**src/rtl/dmem_pkg.sv**
```systemverilog
// Shared types and constants for the data-memory arbiter: FSM states, port
// selectors, memory geometry and the command legality check.
package dmem_pkg;

  localparam int unsigned ADDR_W    = 32;
  localparam int unsigned DATA_W    = 32;
  localparam int unsigned MEM_BYTES = 64;

  typedef enum logic [1:0] {
    IDLE   = 2'd0,
    ACCESS = 2'd1,
    RESP   = 2'd2
  } state_e;

  localparam logic PORT_A = 1'b0;
  localparam logic PORT_B = 1'b1;

  typedef struct packed {
    logic              we;
    logic [ADDR_W-1:0] addr;
    logic [DATA_W-1:0] wdata;
  } cmd_t;

  // Word-aligned and fully inside the memory; addresses never wrap.
  function automatic logic addr_ok(input logic [ADDR_W-1:0] addr);
    return (addr[1:0] == 2'b00) && (addr <= ADDR_W'(MEM_BYTES - 4));
  endfunction

endpackage

```
**src/rtl/dmem_arbiter_rr_arbiter2.sv**
```systemverilog
// Combinational two-way round-robin pick: on a tie the port that did not win
// last time is chosen.
module rr_arbiter2
  import dmem_pkg::*;
(
  input  logic req_a_i,
  input  logic req_b_i,
  input  logic last_grant_i,
  output logic grant_a_c_o,
  output logic grant_b_c_o
);

  assign grant_a_c_o = req_a_i & (~req_b_i | (last_grant_i == PORT_B));
  assign grant_b_c_o = req_b_i & ~grant_a_c_o;

endmodule

```
**src/rtl/dmem_arbiter.sv**
```systemverilog
// Two-port arbiter/sequencer for the shared 64-byte data memory: round-robin
// grant, legality check, one-cycle active-low strobes, registered response.
module dmem_arbiter
  import dmem_pkg::*;
(
  input  logic              clk,
  input  logic              rst_n,
  input  logic              a_req_i,
  input  logic              a_we_i,
  input  logic [ADDR_W-1:0] a_addr_i,
  input  logic [DATA_W-1:0] a_wdata_i,
  output logic              a_gnt_o,
  output logic              a_valid_o,
  output logic              a_err_o,
  output logic [DATA_W-1:0] a_rdata_o,
  input  logic              b_req_i,
  input  logic              b_we_i,
  input  logic [ADDR_W-1:0] b_addr_i,
  input  logic [DATA_W-1:0] b_wdata_i,
  output logic              b_gnt_o,
  output logic              b_valid_o,
  output logic              b_err_o,
  output logic [DATA_W-1:0] b_rdata_o,
  output logic [ADDR_W-1:0] mem_addr_o,
  output logic [DATA_W-1:0] mem_wdata_o,
  output logic              mem_rd_n_o,
  output logic              mem_wr_n_o,
  input  logic [DATA_W-1:0] mem_rdata_i
);

  state_e            state_q, state_d;
  logic              last_q, last_d;
  logic              sel_q, sel_d;
  logic              ok_q, ok_d;
  cmd_t              cmd_q, cmd_d;
  logic              a_gnt_q, a_gnt_d, b_gnt_q, b_gnt_d;
  logic              a_valid_q, a_valid_d, b_valid_q, b_valid_d;
  logic              a_err_q, a_err_d, b_err_q, b_err_d;
  logic [DATA_W-1:0] a_rdata_q, a_rdata_d, b_rdata_q, b_rdata_d;
  logic [ADDR_W-1:0] mem_addr_q, mem_addr_d;
  logic [DATA_W-1:0] mem_wdata_q, mem_wdata_d;
  logic              mem_rd_n_q, mem_rd_n_d, mem_wr_n_q, mem_wr_n_d;
  logic [DATA_W-1:0] resp_rdata;

  logic grant_a_c, grant_b_c;
  cmd_t cmd_a, cmd_b;

  assign cmd_a = {a_we_i, a_addr_i, a_wdata_i};
  assign cmd_b = {b_we_i, b_addr_i, b_wdata_i};

  rr_arbiter2 u_rr (
    .req_a_i      (a_req_i),
    .req_b_i      (b_req_i),
    .last_grant_i (last_q),
    .grant_a_c_o  (grant_a_c),
    .grant_b_c_o  (grant_b_c)
  );

  // Read data returned in RESP: zero for a rejected command, memory data for
  // a legal read, previous value for a legal write.
  always_comb begin
    resp_rdata = (sel_q == PORT_A) ? a_rdata_q : b_rdata_q;
    if (!ok_q) begin
      resp_rdata = '0;
    end else if (!cmd_q.we) begin
      resp_rdata = mem_rdata_i;
    end
  end

  always_comb begin
    state_d     = state_q;
    last_d      = last_q;
    sel_d       = sel_q;
    ok_d        = ok_q;
    cmd_d       = cmd_q;
    a_gnt_d     = 1'b0;
    b_gnt_d     = 1'b0;
    a_valid_d   = 1'b0;
    b_valid_d   = 1'b0;
    a_err_d     = 1'b0;
    b_err_d     = 1'b0;
    a_rdata_d   = a_rdata_q;
    b_rdata_d   = b_rdata_q;
    mem_addr_d  = mem_addr_q;
    mem_wdata_d = mem_wdata_q;
    mem_rd_n_d  = 1'b1;
    mem_wr_n_d  = 1'b1;

    case (state_q)
      IDLE: begin
        if (grant_a_c || grant_b_c) begin
          sel_d   = grant_a_c ? PORT_A : PORT_B;
          last_d  = sel_d;
          cmd_d   = grant_a_c ? cmd_a : cmd_b;
          ok_d    = addr_ok(cmd_d.addr);
          a_gnt_d = grant_a_c;
          b_gnt_d = grant_b_c;
          state_d = ACCESS;
          if (ok_d) begin
            mem_addr_d  = cmd_d.addr;
            mem_wdata_d = cmd_d.wdata;
            mem_rd_n_d  = cmd_d.we;
            mem_wr_n_d  = ~cmd_d.we;
          end
        end
      end
      ACCESS: begin
        state_d = RESP;
        if (sel_q == PORT_A) begin
          a_valid_d = 1'b1;
          a_err_d   = ~ok_q;
          a_rdata_d = resp_rdata;
        end else begin
          b_valid_d = 1'b1;
          b_err_d   = ~ok_q;
          b_rdata_d = resp_rdata;
        end
      end
      RESP: begin
        state_d = IDLE;
      end
      default: begin
        state_d = IDLE;
      end
    endcase
  end

  always_ff @(posedge clk or negedge rst_n) begin
    if (!rst_n) begin
      state_q     <= IDLE;
      last_q      <= PORT_B;
      sel_q       <= PORT_A;
      ok_q        <= 1'b0;
      cmd_q       <= '0;
      a_gnt_q     <= 1'b0;
      b_gnt_q     <= 1'b0;
      a_valid_q   <= 1'b0;
      b_valid_q   <= 1'b0;
      a_err_q     <= 1'b0;
      b_err_q     <= 1'b0;
      a_rdata_q   <= '0;
      b_rdata_q   <= '0;
      mem_addr_q  <= '0;
      mem_wdata_q <= '0;
      mem_rd_n_q  <= 1'b1;
      mem_wr_n_q  <= 1'b1;
    end else begin
      state_q     <= state_d;
      last_q      <= last_d;
      sel_q       <= sel_d;
      ok_q        <= ok_d;
      cmd_q       <= cmd_d;
      a_gnt_q     <= a_gnt_d;
      b_gnt_q     <= b_gnt_d;
      a_valid_q   <= a_valid_d;
      b_valid_q   <= b_valid_d;
      a_err_q     <= a_err_d;
      b_err_q     <= b_err_d;
      a_rdata_q   <= a_rdata_d;
      b_rdata_q   <= b_rdata_d;
      mem_addr_q  <= mem_addr_d;
      mem_wdata_q <= mem_wdata_d;
      mem_rd_n_q  <= mem_rd_n_d;
      mem_wr_n_q  <= mem_wr_n_d;
    end
  end

  assign a_gnt_o     = a_gnt_q;
  assign b_gnt_o     = b_gnt_q;
  assign a_valid_o   = a_valid_q;
  assign b_valid_o   = b_valid_q;
  assign a_err_o     = a_err_q;
  assign b_err_o     = b_err_q;
  assign a_rdata_o   = a_rdata_q;
  assign b_rdata_o   = b_rdata_q;
  assign mem_addr_o  = mem_addr_q;
  assign mem_wdata_o = mem_wdata_q;
  assign mem_rd_n_o  = mem_rd_n_q;
  assign mem_wr_n_o  = mem_wr_n_q;

endmodule

```
**config.mk**
```make
export PLATFORM = sky130hd
export DESIGN_NAME = dmem_arbiter
export DESIGN_NICKNAME = d
export VERILOG_FILES = /design/src/rtl/dmem_pkg.sv /design/src/rtl/dmem_arbiter_rr_arbiter2.sv /design/src/rtl/dmem_arbiter.sv
export SDC_FILE = /design/constraint.sdc
export NUM_CORES = 1
export LEC_CHECK = 0
export CELL_PAD_IN_SITES_DETAIL_PLACEMENT = 1
export CELL_PAD_IN_SITES_GLOBAL_PLACEMENT = 2
export CORE_MARGIN = 2
export CORE_UTILIZATION = 25
export DETAILED_ROUTE_END_ITERATION = 8
export GPL_TIMING_DRIVEN = 1
export MAX_ROUTING_LAYER = met4
export PLACE_DENSITY = 0.88
export SYNTH_ARGS = -nofsm -noshare
export SYNTH_HDL_FRONTEND = slang
export SYNTH_SLANG_ARGS = --single-unit
```
**constraint.sdc**
```tcl
create_clock -name clk -period 2.7 [get_ports clk]
set_clock_uncertainty 0.15 [all_clocks]
set_input_delay 0.54 -clock clk [delete_from_list [all_inputs] [get_ports clk]]
set_output_delay 0.54 -clock clk [all_outputs]
set_load 0.1 [all_outputs]
```
* After elaboration in Yosys (flattened, before gate mapping)
Index checks and enable logic that the tools add are counted.
** Word-level totals
- Output and inout port bits :: 136
- Word-level logic and storage cells :: 61
- Bits in registers :: 142
** Operators by class
- Eq/ne operators :: 2
- Magnitude comparators :: 1
- Mux-type cells :: 25
- Reductions and logical operators :: 8
- Bitwise logic cells :: 8
** Operators with widths (count)
- $mux W32 :: 3
- $mux W65 :: 1
- $le A32 B6 Y1 const B :: 1
- $mux W1 :: 19
- $reduce_and A2 Y1 :: 3
- $not A1 Y1 :: 5
- $logic_not A2 Y1 :: 2
- $pmux W2 S2 :: 1
- $reduce_and A3 Y1 :: 1
- $and A1 B1 Y1 :: 2
- $eq A2 B1 Y1 const B :: 1
- $mux W2 :: 1
- $ne A2 B2 Y1 const B :: 1
- $logic_and A1 B1 Y1 :: 1
- $logic_or A1 B1 Y1 :: 1
- $or A1 B1 Y1 :: 1

* Depth between registers and ports, before layout
Gate-level depths: netlist of the first run.
- Word-level depth :: 9
- Gate-level depth with buffers :: 7

* Hierarchy
From an unflattened synthesis of the first run, not the netlist that was laid out.
** Second synthesis, totals
- Cells, all modules :: 556
- Area total of the unflattened synthesis :: 6258.5 sq um
** By module, submodules not included
- dmem_arbiter :: cells an instance 553, instances 1, sequential area each 3557.2 sq um, area each 6239.7 sq um
- rr_arbiter2 :: cells an instance 3, instances 1, sequential area each 0.0 sq um, area each 18.8 sq um

* Worst setup path before layout of the first run
Ideal clock, no wire load.
- Path kind :: input -> register
- Start point :: input port b_addr_i[0]
- End point :: register mem_wdata_q[10], in the netlist mem_wdata_o[10]
- Stages :: 5
- Slack :: 0.469 ns
- Data arrival time :: 1.955 ns
- Required time :: 2.425 ns
- Path through :: or4_4 -> nor4b_2 -> o21ai_2 -> buf_6 -> mux2_4
** Between the ends
- Cells in the longest elaborated chain, start to end :: 4
** Ends and longest elaborated chain
- start, declared :: line dmem_arbiter.sv:18 : input logic [ADDR_W-1:0] b_addr_i,
- $mux W65 * :: line dmem_arbiter.sv:94 : cmd_d = grant_a_c ? cmd_a : cmd_b;
- $le A32 B6 Y1 / $logic_not A2 Y1 (equally long branches) :: line dmem_pkg.sv:26 : return (addr[1:0] == 2'b00) && (addr <= ADDR_W'(MEM_BYTES - 4));
- $logic_and A1 B1 Y1 * :: line dmem_pkg.sv:26
- $reduce_and A3 Y1 (no source line) *
- end signal, assigned :: line dmem_arbiter.sv:162 : mem_wdata_q <= mem_wdata_d;
- end, declared :: line dmem_arbiter.sv:41 : logic [DATA_W-1:0] mem_wdata_q, mem_wdata_d;
Every way passes the cells marked *; elsewhere a longest branch is shown, timed or not.
A chain may end at the register's enable or synchronous reset.

* Final worst setup path of the first run
- Start point :: input port b_addr_i[1]
- End point :: register mem_wdata_q[0], in the netlist mem_wdata_o[0]
Same word-level chain as after synthesis.

==> metrics.log, run 1 <==
INFO  metric synth_commonest_cells = 139 x sky130_fd_sc_hd__dfrtp_1, 102 x sky130_fd_sc_hd__nand2_1, 66 x sky130_fd_sc_hd__o21ai_0
INFO  metric drv.max_cap_violation_count = 0
INFO  metric ir_drop = ~0.40 mV
INFO  metric pwr-share-seq = 35.1%
INFO  metric cpMaxStageDelayCell = sky130_fd_sc_hd__or4_4
INFO  metric max_clock_freq = roughly 420 MHz
INFO  metric wl = approximately 21 mm
INFO  metric pwr_density_cell = 655 nW/um^2
INFO  metric drcViolationCount = 0
INFO  metric synth-edff-count = 0
INFO  metric grtUsageTotal = 16.4%
INFO  metric async_flop_share = 100%
INFO  metric dieHeight = 164 um
INFO  metric cts_root_buf = sky130_fd_sc_hd__clkbuf_16
INFO  metric antenna_cells = 0
INFO  metric fp-row-count = 58
INFO  metric maximum_number_of_pins_on_one_net_before_global_route_repair = 69
INFO  metric critical_path.startpoint_type = input pin
INFO  metric worst-path-max-fanout = 34
INFO  metric postRouteAntennaNets = 0
INFO  metric intPower = between 4 and 5 mW
INFO  metric final_hold_viol_count = 0
INFO  metric timing_worst_slew_pin_value = 0.652 ns
INFO  metric design.portCount = just over 300
INFO  metric most_frequent_cell_after_synthesis = sky130_fd_sc_hd__dfrtp_1
INFO  metric drt_pass1_iterations = 4
INFO  metric max-slew-margin-rel = between 50% and 60%
INFO  metric setup_viol_count_final = 0
INFO  metric p_comb_share = about 28%
INFO  metric static-leakage-power = slightly below 5 nW
INFO  metric yosys_warnings = 0
INFO  metric cp_data_arrival_time = 2.54 ns
INFO  metric die_area = 26900 um^2
INFO  metric cts.path.max_buffers = 2
INFO  metric initial_utilization = about a quarter
INFO  metric buffer_ports.inserted = roughly 300
INFO  metric fin_nets = about 1000
INFO  metric clock_power_share = between 30 and 40%
INFO  metric first_global_vias = 5790
INFO  metric yosysTopAreaCellShare = 54.4%
INFO  metric yosysTopAreaCell = sky130_fd_sc_hd__dfrtp_1
INFO  metric coreArea = between 20000 and 30000 um^2
INFO  metric swShare = between 30% and 40%
INFO  metric post-route-min-period = approximately 2.4 ns
INFO  metric worst_path_largest_cell_delay = ~0.52 ns
INFO  metric drt-initial-drc-count = between 200 and 250
INFO  metric tritoncts_num_sinks = 142
INFO  metric finalWeightedCongestion = 0.751
INFO  metric die_w = between 150 and 200 um
INFO  metric ys_ff_latch = approximately 140
INFO  metric endpoint_kind = flip-flop
INFO  metric seq_area_frac_synth = a little under three fifths
INFO  metric routed-via-count = around 5300
INFO  metric wl_per_cell = ~18 um
INFO  metric synth_cells = roughly 550
INFO  metric timing.critical_path.required = between 2 and 3 ns
INFO  metric ys.flop_type = sky130_fd_sc_hd__dfrtp_1
INFO  metric worstSkewPairLatency = 0.41 ns
INFO  metric postCtsSetupBuffers = 0
INFO  metric status = finished clean
INFO  metric finalInstanceArea = slightly above 10000 um^2
INFO  metric drive_above_1_share = just over 30%
INFO  metric worstSetupPathType = input pin to flip-flop
INFO  metric layout-area-overhead-vs-synth = 58.4%
INFO  metric routed_via_density = between 4 and 5
INFO  metric clkTransAtPathRegs = 0.06 ns
INFO  metric cell_chain_critical_path = clkdlybuf4s50_1 > or4_4 > nor4b_2 > o21ai_4 > buf_12 > mux2_4
INFO  metric rsz0062_at_grt = false
INFO  metric worstPathBufferInverterCount = 2
INFO  metric grt_pass1_wl = between 30 and 40 mm
INFO  metric cts_tree = yes
INFO  metric grt_antenna_before_repair = 0
INFO  metric synth.top_cells.by_area = sky130_fd_sc_hd__dfrtp_1 54%, sky130_fd_sc_hd__mux2_4 8.5%, sky130_fd_sc_hd__mux2_2 6.3%
INFO  metric worst_hold_path_type = flip-flop to flip-flop
INFO  metric synth.net_count = 718
INFO  metric place.detailed.hpwl = 15.8 mm
INFO  metric path_delay_family = simple AND/OR/NAND/NOR gates
INFO  metric dpl-instance-area = ~9500 um^2
INFO  metric aggregate_negative_setup_slack = 0 ns
INFO  metric htree_levels = 4
INFO  metric grt_total_ovfl = 0
INFO  metric switchingPower = between 2 and 2.5 mW
INFO  metric syn_area = between 6000 and 7000 um^2
INFO  metric synth.distinct_cells = 27
INFO  metric nFillCells = roughly 2800
INFO  metric syn_avg_cell_area = approximately 12 um^2
INFO  metric max_slew_vio_count = 0
INFO  metric total_cts_buffers = 17
INFO  metric period_share = 88.7%
[logic make-up (layout without fill, tap and decap cells)]
group	after synthesis	in the layout	synth area share (%)
DFF	142	142	55.6
and+or+nand+nor	158	158	11.5
buffers and inverters	44	352	3.50
AOI/OAI and AO/OA	103	103	9.39
muxes	105	105	20.0
[power groups by stage]
stage	Clock (mW)	Combinational, mW	Sequential (mW)
2_1_floorplan	0	0.798	2.69
3_3_place_gp	0	1.84	2.36
3_5_place_dp	0	1.86	2.37
4_1_cts	2.55	1.87	2.33
5_1_grt	2.64	1.99	2.34
6_report	2.47	1.83	2.33
[repair_timing]
item                                   in CTS  in global routing
hold buffers                                1                  0
endpoints found under the hold margin      17                  0
resized for setup                           0                  0
[layer usage]
metal / vias to the layer above / routed length [um] / GRT usage (%)
li1: 2514 / - / -
met4: 0 / 174 / 3.19
met2: 205 / 11300 / 29.4
met3: 11 / 1320 / 4.29
met5: - / 0 / -
met1: 2575 / 8450 / 18.3
[metrics by stage]
step | power [mW] | setup WS [ns] | utilization [%] | cells | hold slack, ns
finish | 6.63 | 0.305 | 40.2 | 1190 | 0.337
global route | 6.97 | 0.263 | 40.2 | 1190 | 0.366
detailed placement | 4.23 | -0.158 | 37.7 | 1157 | 0.241
CTS | 6.76 | 0.295 | 40.2 | 1190 | 0.345
global placement | 4.20 | -0.128 | 37.7 | 1157 | 0.246
floorplan | 3.49 | 0.469 | - | 552 | 0.0944
[state kept, by name, indices dropped and copies added, names as in the netlist]
name and cells:
mem_wr_n_o 1, b_err_o 1, b_gnt_o 1, a_valid_o 1, state_q 2, last_q 1
b_rdata_o 32, mem_addr_o 32, mem_rd_n_o 1, a_rdata_o 32, mem_wdata_o 32, b_valid_o 1
sel_q 1, cmd_q 1, ok_q 1, a_err_o 1, a_gnt_o 1
[tightest hold or removal path, cell delays in order, from the launching register on]
cell,delay (ns)
sky130_fd_sc_hd__dfrtp_1,0.35
sky130_fd_sc_hd__nand2_1,0.05
sky130_fd_sc_hd__nand2_1,0.06
[final timing paths]
path	startpoint	end	slack [ns]	depth (start not counted)
max	b_addr_i[1]	mem_wdata_o[0]	0.30	6
min	ok_q	ok_q	0.34	2
max reg2reg	last_q	mem_wdata_o[0]	0.73	6
min reg2reg	ok_q	ok_q	0.34	2
max in group asynchronous	rst_n	mem_rd_n_o	1.34	3
min in group asynchronous	rst_n	b_rdata_o[2]	0.39	2
[area by class of cell]
type,count,area (um^2),area share [%]
Sequential cell,142,3560,35.1
Timing Repair Buffer,316,2890,28.5
Multi-Input combinational cell,366,2640,26.0
Clock buffer,17,425,4.20
Tap cell,330,413,4.08
Clock inverter,15,190,1.88
Inverter,4,15.0,0.148
[cells in the final DEF, fill, tap and decap left out, types with 2 or more instances in the layout]
| cell type | synthesis | final |
|---|---|---|
| sky130_fd_sc_hd__a21oi_1 | 2 | 2 |
| sky130_fd_sc_hd__and2_1 | 29 | 29 |
| sky130_fd_sc_hd__buf_12 | 0 | 8 |
| sky130_fd_sc_hd__buf_4 | 0 | 142 |
| sky130_fd_sc_hd__bufinv_16 | 0 | 2 |
| sky130_fd_sc_hd__clkbuf_16 | 0 | 17 |
| sky130_fd_sc_hd__clkdlybuf4s50_1 | 0 | 164 |
| sky130_fd_sc_hd__dfrtp_1 | 139 | 137 |
| sky130_fd_sc_hd__dfrtp_2 | 0 | 2 |
| sky130_fd_sc_hd__dfstp_2 | 3 | 3 |
| sky130_fd_sc_hd__inv_1 | 4 | 4 |
| sky130_fd_sc_hd__inv_6 | 0 | 5 |
| sky130_fd_sc_hd__inv_8 | 0 | 5 |
| sky130_fd_sc_hd__mux2_2 | 36 | 36 |
| sky130_fd_sc_hd__mux2_4 | 36 | 36 |
| sky130_fd_sc_hd__mux2i_1 | 33 | 33 |
| sky130_fd_sc_hd__nand2_1 | 102 | 101 |
| sky130_fd_sc_hd__nand4_1 | 2 | 2 |
| sky130_fd_sc_hd__nor2_1 | 5 | 5 |
| sky130_fd_sc_hd__nor4_1 | 13 | 13 |
| sky130_fd_sc_hd__o211ai_1 | 32 | 32 |
| sky130_fd_sc_hd__o21ai_0 | 66 | 66 |
| sky130_fd_sc_hd__o21ai_4 | 0 | 2 |
No activity file was read; power rests on OpenSTA's default activity.
==> run 2: changes to the inputs <==
Settings changed: PLACE_DENSITY 0.88 to not set, PLACE_DENSITY_LB_ADDON set to 0.3.
==> run 2 against run 1 <==
Effect of this change:
- combinational power about the same
- critical endpoint is now mem_addr_o[29]
- final area up 0.23%
- critical path type unchanged
- largest cell class unchanged
- clock-buffer cell count grew 2
- flip-flop and latch count stayed put
- total power fell by 1.4%
- sequential share of layout area decreased by 0.082 points
- clock power down 3%
==> metrics.log, run 2 (same netlist as run 1, synthesis figures left out) <==
INFO  metric status = finished clean
INFO  metric fp-row-count = 58
INFO  metric met1_length = a little over 9 mm
INFO  metric endpoint_kind = flip-flop
INFO  metric htree_levels = 4
INFO  metric initial_utilization = around a quarter
INFO  metric setup_ws_post_layout = about 0.28 ns
INFO  metric wl_per_cell = ~18 um
INFO  metric multi_input_gate_area = ~2600 um^2
INFO  metric cts.path.max_buffers = 2
INFO  metric max-slew-margin-rel = between 50% and 60%
INFO  metric cts_tree = yes
INFO  metric drt-initial-drc-count = 148
INFO  metric met2_wirelength = between 10 and 15 mm
INFO  metric maximum_number_of_pins_on_one_net_before_global_route_repair = 55
INFO  metric total_cts_buffers = 17
INFO  metric grt_total_ovfl = 0
INFO  metric postCtsSetupBuffers = 0
INFO  metric finalWeightedCongestion = between 0.7 and 0.8
INFO  metric place.detailed.hpwl = between 15 and 20 mm
INFO  metric critical_path.startpoint_type = input pin
INFO  metric worstSetupPathType = input pin to flip-flop
INFO  metric finalInstanceArea = approximately 10000 um^2
INFO  metric buffer_ports.inserted = between 300 and 400
INFO  metric timing.critical_path.required = roughly 2.9 ns
INFO  metric cp_data_arrival_time = 2.58 ns
INFO  metric register_area = between 3000 and 4000 um^2
INFO  metric timing_worst_slew_pin_value = 0.651 ns
INFO  metric first_global_vias = 5903
INFO  metric finalHoldWorstSlack = 0.334 ns
INFO  metric reg2reg_slack = a little under 0.7 ns
INFO  metric max_clock_freq = around 410 MHz
INFO  metric worst_hold_path_type = flip-flop to flip-flop
INFO  metric highest_layer = met4
INFO  metric postRouteAntennaNets = 0
INFO  metric tritoncts_num_sinks = roughly 140
INFO  metric layout-area-overhead-vs-synth = 58.8%
INFO  metric final_cell_mix = 164 x sky130_fd_sc_hd__clkdlybuf4s50_1, 147 x sky130_fd_sc_hd__buf_4, 137 x sky130_fd_sc_hd__dfrtp_1
INFO  metric dp.cells = around 1200
INFO  metric fin_nets = between 1000 and 1500
INFO  metric routed-wl-met3 = approximately 1.8 mm
INFO  metric cts_root_buf = sky130_fd_sc_hd__clkbuf_16
INFO  metric period_share = about nine tenths
INFO  metric grt_pass1_wl = roughly 34 mm
INFO  metric post-place-ws = -0.155 ns
INFO  metric post_cts_resized = 0
INFO  metric rsz0062_at_grt = false
INFO  metric post-route-min-period = between 2 and 2.5 ns
INFO  metric wl = ~21 mm
INFO  metric static-leakage-power = 4.86 nW
INFO  metric grtUsageTotal = roughly 17%
INFO  metric design.portCount = about 300
INFO  metric die_area = 26900 um^2
INFO  metric setup_viol_count_final = 0
INFO  metric coreArea = approximately 25000 um^2
INFO  metric max_slew_vio_count = 0
INFO  metric drcViolationCount = 0
INFO  metric dieHeight = ~160 um
INFO  metric grt_antenna_before_repair = 2
INFO  metric routed_via_density = 4.39
INFO  metric drive_above_1_share = between 30% and 40%
INFO  metric dpl-instance-area = roughly 9500 um^2
INFO  metric nFillCells = 2761
INFO  metric drt_pass1_iterations = 4
INFO  metric routed-via-count = between 5000 and 6000
INFO  metric layout.cells.most_common = sky130_fd_sc_hd__clkdlybuf4s50_1
INFO  metric clkTransAtPathRegs = 0.06 ns
INFO  metric worst-path-max-fanout = 31
INFO  metric pwr_density_cell = 644 nW/um^2
INFO  metric ir_drop = 0.425 mV
INFO  metric aggregate_negative_setup_slack = 0 ns
INFO  metric final_hold_viol_count = 0
INFO  metric drv.max_cap_violation_count = 0
INFO  metric worstSkewPairLatency = between 0.4 and 0.5 ns
INFO  metric instances_no_fill = between 1000 and 1500
INFO  metric die_w = about 160 um
==> run 2: cell types whose count changed in the layout (fill, tap and decap cells not counted) <==
cell                         previous run  this run
sky130_fd_sc_hd__clkinvlp_4             0         1
sky130_fd_sc_hd__clkbuf_8               0         1
sky130_fd_sc_hd__inv_8                  5         1
sky130_fd_sc_hd__clkinv_8               1         0
sky130_fd_sc_hd__clkinv_4               1         5
sky130_fd_sc_hd__clkbuf_1               0         1
sky130_fd_sc_hd__buf_4                142       147
sky130_fd_sc_hd__inv_6                  5         3
sky130_fd_sc_hd__diode_2                0         2
==> run 2: metal layers <==
layer	up-vias	track usage [%]
met4	0	5.26
li1	2517	-
met3	21	6.41
met5	-	-
met2	186	27.1
met1	2528	19.7
==> run 2: report_power, final <==
part / switching, mW / internal (mW) / total, mW
clock: 0.986 / 1.41 / 2.39
combinational: 1.16 / 0.647 / 1.81
sequential: 0.110 / 2.22 / 2.33
==> run 2: cell type report <==
class	instances	share of cell area, %
repair buffers	321	28.8
inverters	4	0.148
flip-flops and latches	142	35.1
multi-input cells	366	26.0
well taps	330	4.07
clock inverters	13	1.52
clock buffers	19	4.36
diodes	2	0.0493
==> run 2: what timing repair did <==
action | 4_1_cts | 5_1_grt
endpoints found under the hold margin | 49 | 0
hold buffers | 1 | 0
endpoints found under the setup margin | 0 | 0
==> run 2: path summary, 6_finish.rpt <==
path                                  start             end  depth (start not counted)
worst max-delay path            a_addr_i[0]  mem_addr_o[29]                          8
max in group asynchronous             rst_n      mem_rd_n_o                          3
worst min-delay path             state_q[1]      state_q[1]                          1
worst max register to register       last_q  mem_addr_o[29]                          7
worst min register to register   state_q[1]      state_q[1]                          1
min in group asynchronous             rst_n   a_rdata_o[30]                          2
==> run 2: stage by stage <==
stage	util [%]	power, mW
6_report	40.3	6.54
5_1_grt	40.3	6.89
4_1_cts	40.3	6.68
2_1_floorplan	-	3.49
3_3_place_gp	37.9	4.22
3_5_place_dp	37.9	4.24
==> run 2: worst max-delay path, cell delays in order <==
cell and delay [ns]:
sky130_fd_sc_hd__clkdlybuf4s50_1 0.41, sky130_fd_sc_hd__or4_1 0.51, sky130_fd_sc_hd__nor4_1 0.31, sky130_fd_sc_hd__buf_4 0.18, sky130_fd_sc_hd__o21ai_4 0.08, sky130_fd_sc_hd__buf_12 0.19
sky130_fd_sc_hd__buf_4 0.17, sky130_fd_sc_hd__and2_1 0.16
